**src/rtl/renkon_pool_if.sv**
```systemverilog
// Stream and control bundle between the renkon core array and the pooling stage.
// master drives configuration and pixels; slave returns pooled pixels and status.
interface renkon_pool_if #(
  parameter int DWIDTH = 16,
  parameter int LWIDTH = 10
);
  logic                     req;
  logic [LWIDTH-1:0]        map_size;
  logic [LWIDTH-1:0]        pool_size;
  logic                     in_valid;
  logic signed [DWIDTH-1:0] in_data;
  logic                     out_valid;
  logic signed [DWIDTH-1:0] out_data;
  logic                     busy;
  logic                     ack;

  modport master (
    output req, map_size, pool_size, in_valid, in_data,
    input  out_valid, out_data, busy, ack
  );

  modport slave (
    input  req, map_size, pool_size, in_valid, in_data,
    output out_valid, out_data, busy, ack
  );
endinterface

```
**src/rtl/renkon_pool.sv**
```systemverilog
// ReLU + non-overlapping max pooling over a row-major conv-map stream.
// Column partial maxima live in a line buffer so every pixel is read once.
//
//   state  | meaning
//   S_IDLE | waiting for req; latches map_size / pool_size
//   S_RUN  | consuming pixels, emitting one pooled pixel per closed window
//   S_DONE | last pixel consumed; ack for one cycle
module renkon_pool #(
  parameter int DWIDTH = 16,
  parameter int LWIDTH = 10,
  parameter int MAXW   = 64,
  parameter int MAXP   = 4
) (
  input  logic            clk,
  input  logic            xrst,
  renkon_pool_if.slave    bus
);

  localparam int OW = $clog2(MAXW);
  localparam int PW = $clog2(MAXP) + 1;

  typedef enum logic [1:0] {S_IDLE, S_RUN, S_DONE} state_t;

  state_t state_q, state_d;

  logic [LWIDTH-1:0]        psz;
  logic [LWIDTH-1:0]        msz;
  logic [LWIDTH-1:0]        col_rem;
  logic [LWIDTH-1:0]        row_rem;
  logic [PW-1:0]            psz_m1;
  logic [PW-1:0]            cph;
  logic [PW-1:0]            rph;
  logic [OW-1:0]            oc;
  logic                     col_ok_q;
  logic                     row_ok_q;
  logic signed [DWIDTH-1:0] rmax;
  logic signed [DWIDTH-1:0] line_buf [MAXW];

  logic                     accept;
  logic                     col_last;
  logic                     row_last;
  logic                     cph_last;
  logic                     rph_last;
  logic                     col_ok;
  logic                     row_ok;
  logic                     win_ok;
  logic signed [DWIDTH-1:0] din;
  logic signed [DWIDTH-1:0] m;
  logic signed [DWIDTH-1:0] bval;
  logic signed [DWIDTH-1:0] wval;
  logic signed [DWIDTH-1:0] relu;

  assign din      = bus.in_data;
  assign accept   = (state_q == S_RUN) && bus.in_valid;
  assign col_last = (col_rem == LWIDTH'(1));
  assign row_last = (row_rem == LWIDTH'(1));
  assign cph_last = (cph == psz_m1);
  assign rph_last = (rph == psz_m1);

  // A window is kept only if enough columns/rows remain at its first pixel.
  assign col_ok = (cph == '0) ? (col_rem >= psz) : col_ok_q;
  assign row_ok = (rph == '0) ? (row_rem >= psz) : row_ok_q;
  assign win_ok = accept && cph_last && col_ok && row_ok;

  assign m    = ((cph == '0) || (din > rmax)) ? din : rmax;
  assign bval = line_buf[oc];
  assign wval = ((rph == '0) || (m > bval)) ? m : bval;
  assign relu = wval[DWIDTH-1] ? '0 : wval;

  assign bus.busy = (state_q != S_IDLE);
  assign bus.ack  = (state_q == S_DONE);

  always_ff @(posedge clk or posedge xrst) begin
    if (xrst) state_q <= S_IDLE;
    else      state_q <= state_d;
  end

  always_comb begin
    state_d = state_q;
    case (state_q)
      S_IDLE: if (bus.req) state_d = S_RUN;
      S_RUN:  if (accept && col_last && row_last) state_d = S_DONE;
      S_DONE: state_d = S_IDLE;
      default: state_d = S_IDLE;
    endcase
  end

  always_ff @(posedge clk or posedge xrst) begin
    if (xrst) begin
      msz           <= '0;
      psz           <= '0;
      psz_m1        <= '0;
      col_rem       <= '0;
      row_rem       <= '0;
      cph           <= '0;
      rph           <= '0;
      oc            <= '0;
      col_ok_q      <= 1'b0;
      row_ok_q      <= 1'b0;
      rmax          <= '0;
      bus.out_valid <= 1'b0;
      bus.out_data  <= '0;
    end else begin
      bus.out_valid <= win_ok && rph_last;
      if (win_ok && rph_last) bus.out_data <= relu;

      if (state_q == S_IDLE && bus.req) begin
        msz      <= bus.map_size;
        psz      <= bus.pool_size;
        psz_m1   <= PW'(bus.pool_size - LWIDTH'(1));
        col_rem  <= bus.map_size;
        row_rem  <= bus.map_size;
        cph      <= '0;
        rph      <= '0;
        oc       <= '0;
        col_ok_q <= 1'b0;
        row_ok_q <= 1'b0;
      end else if (accept) begin
        rmax     <= m;
        col_ok_q <= col_ok;
        row_ok_q <= row_ok;
        if (col_last) begin
          col_rem <= msz;
          cph     <= '0;
          oc      <= '0;
          row_rem <= row_rem - LWIDTH'(1);
          rph     <= rph_last ? '0 : rph + PW'(1);
        end else begin
          col_rem <= col_rem - LWIDTH'(1);
          cph     <= cph_last ? '0 : cph + PW'(1);
          if (cph_last) oc <= oc + OW'(1);
        end
      end
    end
  end

  // Buffer contents need no reset: each band overwrites them at rph==0.
  always_ff @(posedge clk) begin
    if (win_ok) line_buf[oc] <= wval;
  end

endmodule

```
**src/flat_wrapper.sv**
```systemverilog
// flat-port wrapper written by rule: the top's interface ports become plain ports
module renkon_pool_flat 
#(
  parameter int DWIDTH = 16,
  parameter int LWIDTH = 10,
  parameter int MAXW   = 64,
  parameter int MAXP   = 4
)
  (clk, xrst, bus_req, bus_map_size, bus_pool_size, bus_in_valid, bus_in_data, bus_out_valid, bus_out_data, bus_busy, bus_ack);
  renkon_pool_if #(.DWIDTH(DWIDTH), .LWIDTH(LWIDTH)) bus_i ();
  input  logic clk;
  input  logic xrst;
  input wire logic [$bits(bus_i.req)-1:0] bus_req;
  input wire logic [$bits(bus_i.map_size)-1:0] bus_map_size;
  input wire logic [$bits(bus_i.pool_size)-1:0] bus_pool_size;
  input wire logic [$bits(bus_i.in_valid)-1:0] bus_in_valid;
  input wire logic [$bits(bus_i.in_data)-1:0] bus_in_data;
  output wire logic [$bits(bus_i.out_valid)-1:0] bus_out_valid;
  output wire logic [$bits(bus_i.out_data)-1:0] bus_out_data;
  output wire logic [$bits(bus_i.busy)-1:0] bus_busy;
  output wire logic [$bits(bus_i.ack)-1:0] bus_ack;
  assign bus_i.req = bus_req;
  assign bus_i.map_size = bus_map_size;
  assign bus_i.pool_size = bus_pool_size;
  assign bus_i.in_valid = bus_in_valid;
  assign bus_i.in_data = bus_in_data;
  assign bus_out_valid = bus_i.out_valid;
  assign bus_out_data = bus_i.out_data;
  assign bus_busy = bus_i.busy;
  assign bus_ack = bus_i.ack;
  renkon_pool #(.DWIDTH(DWIDTH), .LWIDTH(LWIDTH), .MAXW(MAXW), .MAXP(MAXP)) u_core (.clk(clk), .xrst(xrst), .bus(bus_i));
endmodule
```
**config.mk**
```make
export PLATFORM = sky130hd
export DESIGN_NAME = renkon_pool_flat
export DESIGN_NICKNAME = d
export VERILOG_FILES = /design/src/rtl/renkon_pool_if.sv /design/src/rtl/renkon_pool.sv /design/src/flat_wrapper.sv
export SDC_FILE = /design/constraint.sdc
export NUM_CORES = 1
export LEC_CHECK = 0
export ABC_AREA = 0
export CELL_PAD_IN_SITES_DETAIL_PLACEMENT = 1
export CELL_PAD_IN_SITES_GLOBAL_PLACEMENT = 2
export CORE_ASPECT_RATIO = 1.25
export CORE_MARGIN = 2
export CORE_UTILIZATION = 49
export CTS_BUF_LIST = sky130_fd_sc_hd__clkbuf_4
export CTS_CLUSTER_DIAMETER = 120
export CTS_CLUSTER_SIZE = 12
export DETAILED_ROUTE_END_ITERATION = 6
export PLACE_DENSITY = 0.93
export SLEW_MARGIN = 20
export SYNTH_ARGS = -nofsm -noshare
export SYNTH_HDL_FRONTEND = slang
export SYNTH_SLANG_ARGS = --single-unit
```
**constraint.sdc**
```tcl
create_clock -name clk -period 8.7 [get_ports clk]
set_clock_uncertainty 0.1 [all_clocks]
set_input_delay 2.61 -clock clk [delete_from_list [all_inputs] [get_ports clk]]
set_output_delay 2.61 -clock clk [all_outputs]
set_load 0.02 [all_outputs]
```
==> results of run 1 <==
[kinds of logic (layout without fill, tap and decap cells)]
kind of cell	after synthesis	in the layout	synth area share, %
flops	1115	1115	72.40
buf+inv	251	453	2.523
other cells	1	10	0.008221
simple gates	478	478	5.049
fa+ha+maj	62	62	1.701
xor+xnor	22	22	0.4224
compound gates	607	607	9.081
mux	301	301	8.815
[cell usage in the layout (no fill, tap or decap), drive strengths merged, types with 58 or more instances in the layout]
cell type     n
o22ai        58
mux2i       164
clkbuf      143
edfxtp     1024
inv          76
mux4         74
o21ai       117
buf         175
a21oi       115
ha           62
mux2         63
dfrtp        91
nand2       150
a221oi       77
nor2        143
a22oi        66
[worst max path at each step]
stage / endpoint / start / cells past startpoint
2_1_floorplan: u_core.line_buf[0][12] / bus_in_data[14] / 20
3_3_place_gp: u_core.line_buf[11][13] / bus_in_data[15] / 18
3_5_place_dp: u_core.line_buf[11][13] / bus_in_data[14] / 18
4_1_cts: u_core.line_buf[61][13] / bus_in_data[14] / 18
5_1_grt: u_core.line_buf[61][13] / bus_in_data[14] / 18
6_report: u_core.line_buf[61][13] / bus_in_data[14] / 18
[area by class of cell]
| class | instances | area [µm²] |
|---|---|---|
| Clock inverter | 5 | 45.04 |
| Clock buffer | 143 | 1074 |
| Timing Repair Buffer | 232 | 2100 |
| Tap cell | 1206 | 1509 |
| Multi-Input combinational cell | 1471 | 11680 |
| Sequential cell | 1115 | 33040 |
| Antenna cell | 9 | 22.52 |
| Fill cell | 8752 | 42840 |
| Inverter | 73 | 277.8 |
[power by group through the flow]
stage | Clock (µW) | Sequential (µW) | Combinational [µW]
after floorplan | 0 | 8250 | 4220
after global placement | 0 | 8330 | 7220
after detailed placement | 0 | 8340 | 7720
after CTS | 2420 | 8220 | 7720
after global routing | 2580 | 8240 | 8280
final | 2410 | 8230 | 7990
[critical path: cells and delay by family]
| family | cells | cell delay (ns) |
|---|---|---|
| compound gates | 4 | 1.31 |
| mux | 1 | 0.41 |
| fa+ha+maj | 2 | 0.65 |
| simple gates | 8 | 1.80 |
| buf+inv | 3 | 1.46 |
[registers in the layout, indices dropped and copies added, names as in the netlist]
name / count
u_core.rph: 3
u_core.col_ok_q: 1
u_core.bus.out_data: 15
u_core.state_q: 2
u_core.msz: 10
u_core.row_ok_q: 1
u_core.row_rem: 10
u_core.rmax: 16
u_core.oc: 6
u_core.col_rem: 10
u_core.line_buf: 1024
u_core.psz: 10
u_core.bus.out_valid: 1
u_core.psz_m1: 3
u_core.cph: 3
[per-stage QoR]
stage | total power, µW | hold WS (ns) | setup TNS [ns] | worst slack (ns) | utilization [%]
final | 18630 | 0.3938 | 0 | 0.9475 | 53.73
after global routing | 19110 | 0.4172 | 0 | 0.6545 | 53.72
after detailed placement | 16070 | 0.3620 | -3.246 | -0.05242 | 52.48
after CTS | 18370 | 0.3970 | 0 | 1.004 | 53.69
after global placement | 15550 | 0.3532 | 0 | 0.2181 | 52.40
after floorplan | 12470 | 0.3394 | -10.24 | -0.08874 | -
[layer usage]
layer	routed length (µm)	GRT usage, %	part of all wire (%)	vias up
li1	-	-	-	11530
met1	50570	37.72	32	14730
met2	73760	52.18	47	2314
met3	17990	8.517	11	750
met4	14610	25.98	9.3	8
met5	50	0	0.032	-
==> results.md, run 1 <==
* Deepest clock path buffer count at 3
* H-tree depth at 3
* Starting DRT DRC Count at 4387
* Worst reg2reg path depth at 17
* CP max-delay cell: a221oi_2
* Max-cap violations at 0
* Syn. warnings at 0
* CTS resizes at 0
* Hold Crit Class: flip-flop to flip-flop
* WHS Endpoint: u_core.msz[2]
* Dpl cells at 4096
* Async SR Flop Fraction at under 10%
* Syn Nets at 2939
* DRT Wirelength at between 150000 and 200000 µm
* R2R Path Start: u_core.oc[1]
* Hold buffers post-CTS at 0
* Sw frac at a little over 40%
* Pin count of the biggest net entering global routing at 120
* Fin crit share at 89.11%
* Initial antenna violation count at 10
* Drt wl/cell at 36.90 µm
* Global-route wire length before repair at roughly 220000 µm
* Postcts setup bufs at 0
* Failing checks: DRC
* Sequential fraction of the synthesis area at 72.40%
* Clock latency on the worst-skew pair at 1.06 ns
* Data arrival, critical path at 8.31 ns
* Total CTS buffers at 102
* Post-DP Area at 48590 µm²
* # clock sinks at roughly 1.1k
* Worst path required time at between 9 and 10 ns
* Maximum vdd ir drop at between 200 and 300 µV
* Global route overflow at 0
* Startpoint Class: primary input
* Via/cell ratio at 6.895
* Layout area overhead at 9.051%
* Pwr/cell area at 374.5 nW/µm²
* DR pass1 iterations at 7
* Top_reg_cell synth: edfxtp_1
* Worst-path cell chain: clkdlybuf4s50_1 -> ha_1 -> nand4_2 -> nor4_4 -> a221oi_2 -> a221oi_2 -> or2_1 -> mux2_2 -> ha_1 -> and4_1 -> nand4_1 -> a211o_1 -> and4_1 -> o31ai_4 -> buf_4 -> nor2_1 -> nor2_4 -> buf_4
* Synthesized area at around 46000 µm²
* Status: complete, but fails checks
* Vias post-DR at a little under 30k
* Starting Density at around 50%
* Die extent in y at 345.1 µm
* Total GRT Usage at 32.76%
* Ports at 59
* Final Instance Area at just under 50000 µm²
* Worst-path clk slew at 0.14 ns
* Slew Limit Fails at 0
* Post-Syn Instances at ~2.8k
* Number of flops mapped to enable cells by yosys at approximately 1.0k
* Int Pwr at 10970 µW
* Setup CP Type: primary input to flip-flop
* Ranking of synthesized cells by area: edfxtp_1 (67%), dfrtp_1 (5.0%), mux4_2 (3.7%), mux2i_1 (3.6%), ha_1 (1.7%)
* Static leakage at 0.01671 µW
* CP endpoint kind: flip-flop
* R2R Setup Slk at around 1.5 ns
* Vias in the first global route at 30.76k
* CTS tree: yes
* Nets at around 3.1k
* Minimum clock period at just under 8 ns
* Slew headroom at 11.89%
* Top cell types by occurrence after synthesis: edfxtp_1 (1024), mux2i_1 (164), nand2_1 (150)
* Dpl hpwl at around 100000 µm
* Fraction of layout cells with a size suffix above 1 at 17.54%
* Leading area contributor after synthesis: edfxtp_1
* Core Box Area at 92590 µm²
* CP Max Fanout at 64
* DRC viols at 1
* Yosys top cell area share at roughly two thirds
* Endpoints failing hold at 0
* Psw at 7663 µW
* Setup violations, final at 0
* PortBufs at 57
* RSZ-0062 raised after global routing: false
* Slew @ Worst Pin at 1.288 ns
* Flop pwr share at 44.2%
* CTS root buf: clkbuf_4
* Row Count at 125
* Routability cong. at roughly 0.92
* Die Span X at ~280 µm
* Gate power share at 42.9%
* Unique masters post-synth at 83
* Crit path largest cell delay at 0.58 ns
* Syn Area/Cell at 16.08 µm²
* Clock power frac at 12.9%
* Cell with the most instances after synthesis: edfxtp_1
* HP Start: u_core.msz[2]
* Maximum clock frequency at 129.0 MHz
* Cells on Worst Hold Path at 2
* Final Non-Filler Cells at 4254
* DRT antenna net count at 0
* Die area at 95570 µm²
* Reg2reg end: u_core.line_buf[61][13]
* #FFs+latches synth at approximately 1.1k
No activity file was read; power rests on OpenSTA's default activity.
==> run 2, diff against run 1 <==
Settings changed: ABC_AREA 0 to 1, CORE_MARGIN 2 to unset, CORE_UTILIZATION 49 to 45, SLEW_MARGIN 20 to unset.
==> run 2 against run 1 <==
Compared with the run above: the run now ends clean; non-clock buffer count fell by 38; area after synthesis up 1.5%; utilization down 4.9 points; global-route usage decreased by 3.7 points; synthesized cell count rose by 42%; via count increased by 9.8%; largest cell class unchanged.
==> results.md, run 2 <==
* Status: finished clean
* Slew headroom at 21.04%
* Setup violations, final at 0
* Max-cap violations at 0
* Endpoints failing hold at 0
* Sequential fraction of the synthesis area at a little under three quarters
* Cell with the most instances after synthesis: nand2_1
* Deepest clock path buffer count at 3
* DRC viols at 0
* Post-route setup TNS at 0 ns
* DR WL met2 at 74640 µm
* Slew Limit Fails at 0
* Met3 Wirelength at roughly 11000 µm
* #FFs+latches synth at between 1k and 1.5k
* Via/cell ratio at 5.845
* Starting DRT DRC Count at 3125
* Leading area contributor after synthesis: edfxtp_1
* Highest Signal Layer: met4
* Post-Syn Instances at approximately 4k
* Number of flops mapped to enable cells by yosys at 1024
* Dpl hpwl at 92060 µm
* M1 wire length at 56040 µm
* CTS resizes at 0
* Final Non-Filler Cells at 5512
* Drt wl/cell at 27.18 µm
* Unique masters post-synth at 48
* Top_reg_cell synth: edfxtp_1
* Regs by FF count: u_core.line_buf x1024, u_core.rmax x16, u_core.bus.out_data x15
* Core Box Area at 102000 µm²
* Biggest register: u_core.line_buf
* Maximum clock frequency at 141.4 MHz
* Vias in the first global route at 34.00k
* DRT Wirelength at 149800 µm
* Die area at 104200 µm²
* Initial antenna violation count at 1
* Flip-flop count of the largest register after layout at between 1k and 1.5k
* Global route overflow at 0
* Postcts setup bufs at 0
* Vias post-DR at 32.22k
* Starting Density at 45.40%
* DR pass1 iterations at 5
* Data arrival, critical path at between 7 and 8 ns
* Clock latency on the worst-skew pair at 1.10 ns
* Row Count at 131
* RSZ-0062 raised after global routing: false
* Nets at 4251
* Setup CP Type: flip-flop to flip-flop
* Total CTS buffers at 102
* Async SR Flop Fraction at 8.161%
* Worst-path clk slew at 0.14 ns
* DRT antenna net count at 0
* H-tree depth at 3
* Fin crit share at about four fifths
* Die Span X at 288.9 µm
* Startpoint Class: flip-flop
* Pin count of the biggest net entering global routing at 71
* Synthesized area at 46290 µm²
* CP Max Fanout at 70
* Routability cong. at 0.8733
* Die extent in y at 360.6 µm
* Minimum clock period at between 7 and 8 ns
* CTS root buf: clkbuf_4
* Ports at just under 60
* Commonest cells after routing, fill and taps aside: nand2_1 (1548), edfxtp_1 (1024), a21oi_1 (237)
* Syn Nets at about 4.1k
* Slew @ Worst Pin at 1.184 ns
* Hold buffers post-CTS at 0
* Top cell types by occurrence after synthesis: nand2_1 (1563), edfxtp_1 (1024), a21oi_1 (237)
* Dpl cells at 5375
* Most common cell after layout, fill and taps aside: nand2_1
* Worst hold slack at 0.3957 ns
* # clock sinks at roughly 1.1k
* CTS tree: yes
* Total GRT Usage at 29.06%
* Global-route wire length before repair at 219400 µm
* Yosys top cell area share at 66.43%
* PortBufs at 57
* Worst path required time at approximately 9.4 ns
* Layout area overhead at 7.472%
* Syn Area/Cell at 11.51 µm²
* CP endpoint kind: flip-flop
* Ranking of synthesized cells by area: edfxtp_1 (66%), nand2_1 (13%), dfrtp_1 (4.9%), a21oi_1 (2.6%), ha_1 (1.7%)
* Syn. warnings at 0
* Hold Crit Class: flip-flop to flip-flop
* Fraction of layout cells with a size suffix above 1 at under 10%
[run 2: cell types whose count changed in the layout (fill, tap and decap cells not counted), sizes merged, moves of 55 or more]
cell / change
mux2: -63
inv: +99
nand2: +1419
nand3: +98
a221oi: -77
mux2i: -164
a21oi: +122
mux4: -74
o22ai: -55
nand4: +69
[run 2: area by class of cell]
type	count	area, µm²
clock inverters	2	15.01
multi-input cells	2550	11560
clock buffers	132	991.0
flip-flops and latches	1115	33040
fillers	10930	52210
inverters	186	719.4
diodes	3	7.507
well taps	1330	1664
repair buffers	194	1749
[run 2: routing by layer]
metal / track usage (%) / up-vias
li1: - / 14010
met1: 34.95 / 16440
met2: 49.64 / 1420
met3: 4.918 / 353
met4: 15.40 / 0
met5: 0 / -
[run 2: cell families after synthesis]
group	after synthesis	share of synthesized area (%)
AOI/OAI and AO/OA	456	5.331
xor gates and xnor gates	10	0.1892
adders and majority gates	62	1.676
buffers and inverters	355	3.771
DFF	1115	71.35
other	1	0.008102
and+or+nand+nor	2021	17.67
[run 2: critical path: stages (launching register included)]
cell and delay, ns:
dfrtp_4 0.83, inv_6 0.35, nand3_1 0.27, clkinv_2 0.65
buf_4 0.48, nand2_1 0.08, nand4_1 0.09, o21ai_0 0.58
nand2_1 0.10, nor2_1 0.44, nand2_1 0.25, inv_1 0.11
ha_1 0.15, nand2_1 0.06, inv_1 0.05, o21ai_0 0.06
a21oi_1 0.13, nor2_1 0.07, nand3_1 0.08, nand2_1 0.06
nand2_1 0.07, nand2_1 0.20, buf_4 0.29, nand3_1 0.10
nand2_2 0.57, buf_4 0.46
[run 2: per-stage QoR]
stage | utilization [%] | instance area [µm²] | setup slack, ns
6_report | 48.79 | 49740 | 1.630
5_1_grt | 48.79 | 49740 | 1.302
4_1_cts | 48.79 | 49740 | 1.743
3_5_place_dp | 47.80 | 48730 | 0.6593
3_3_place_gp | 47.80 | 48730 | 0.7644
2_1_floorplan | - | 46290 | 2.031
[run 2: path summary, 6_finish.rpt]
| path | startpoint | to | slack [ns] | depth (start not counted) |
|---|---|---|---|---|
| max | u_core.oc[0] | u_core.line_buf[53][1] | 1.63 | 25 |
| min | u_core.msz[1] | u_core.msz[1] | 0.40 | 2 |
| max reg2reg | u_core.oc[0] | u_core.line_buf[53][1] | 1.63 | 25 |
| min reg2reg | u_core.msz[1] | u_core.msz[1] | 0.40 | 2 |
| max in group asynchronous | xrst | u_core.oc[0] | 5.43 | 3 |
| min in group asynchronous | xrst | u_core.bus.out_data[2] | 1.76 | 2 |
Power of run 2 is not shown: default switching activity piles up to over one toggle a cycle in this logic, so the estimate is an artifact.
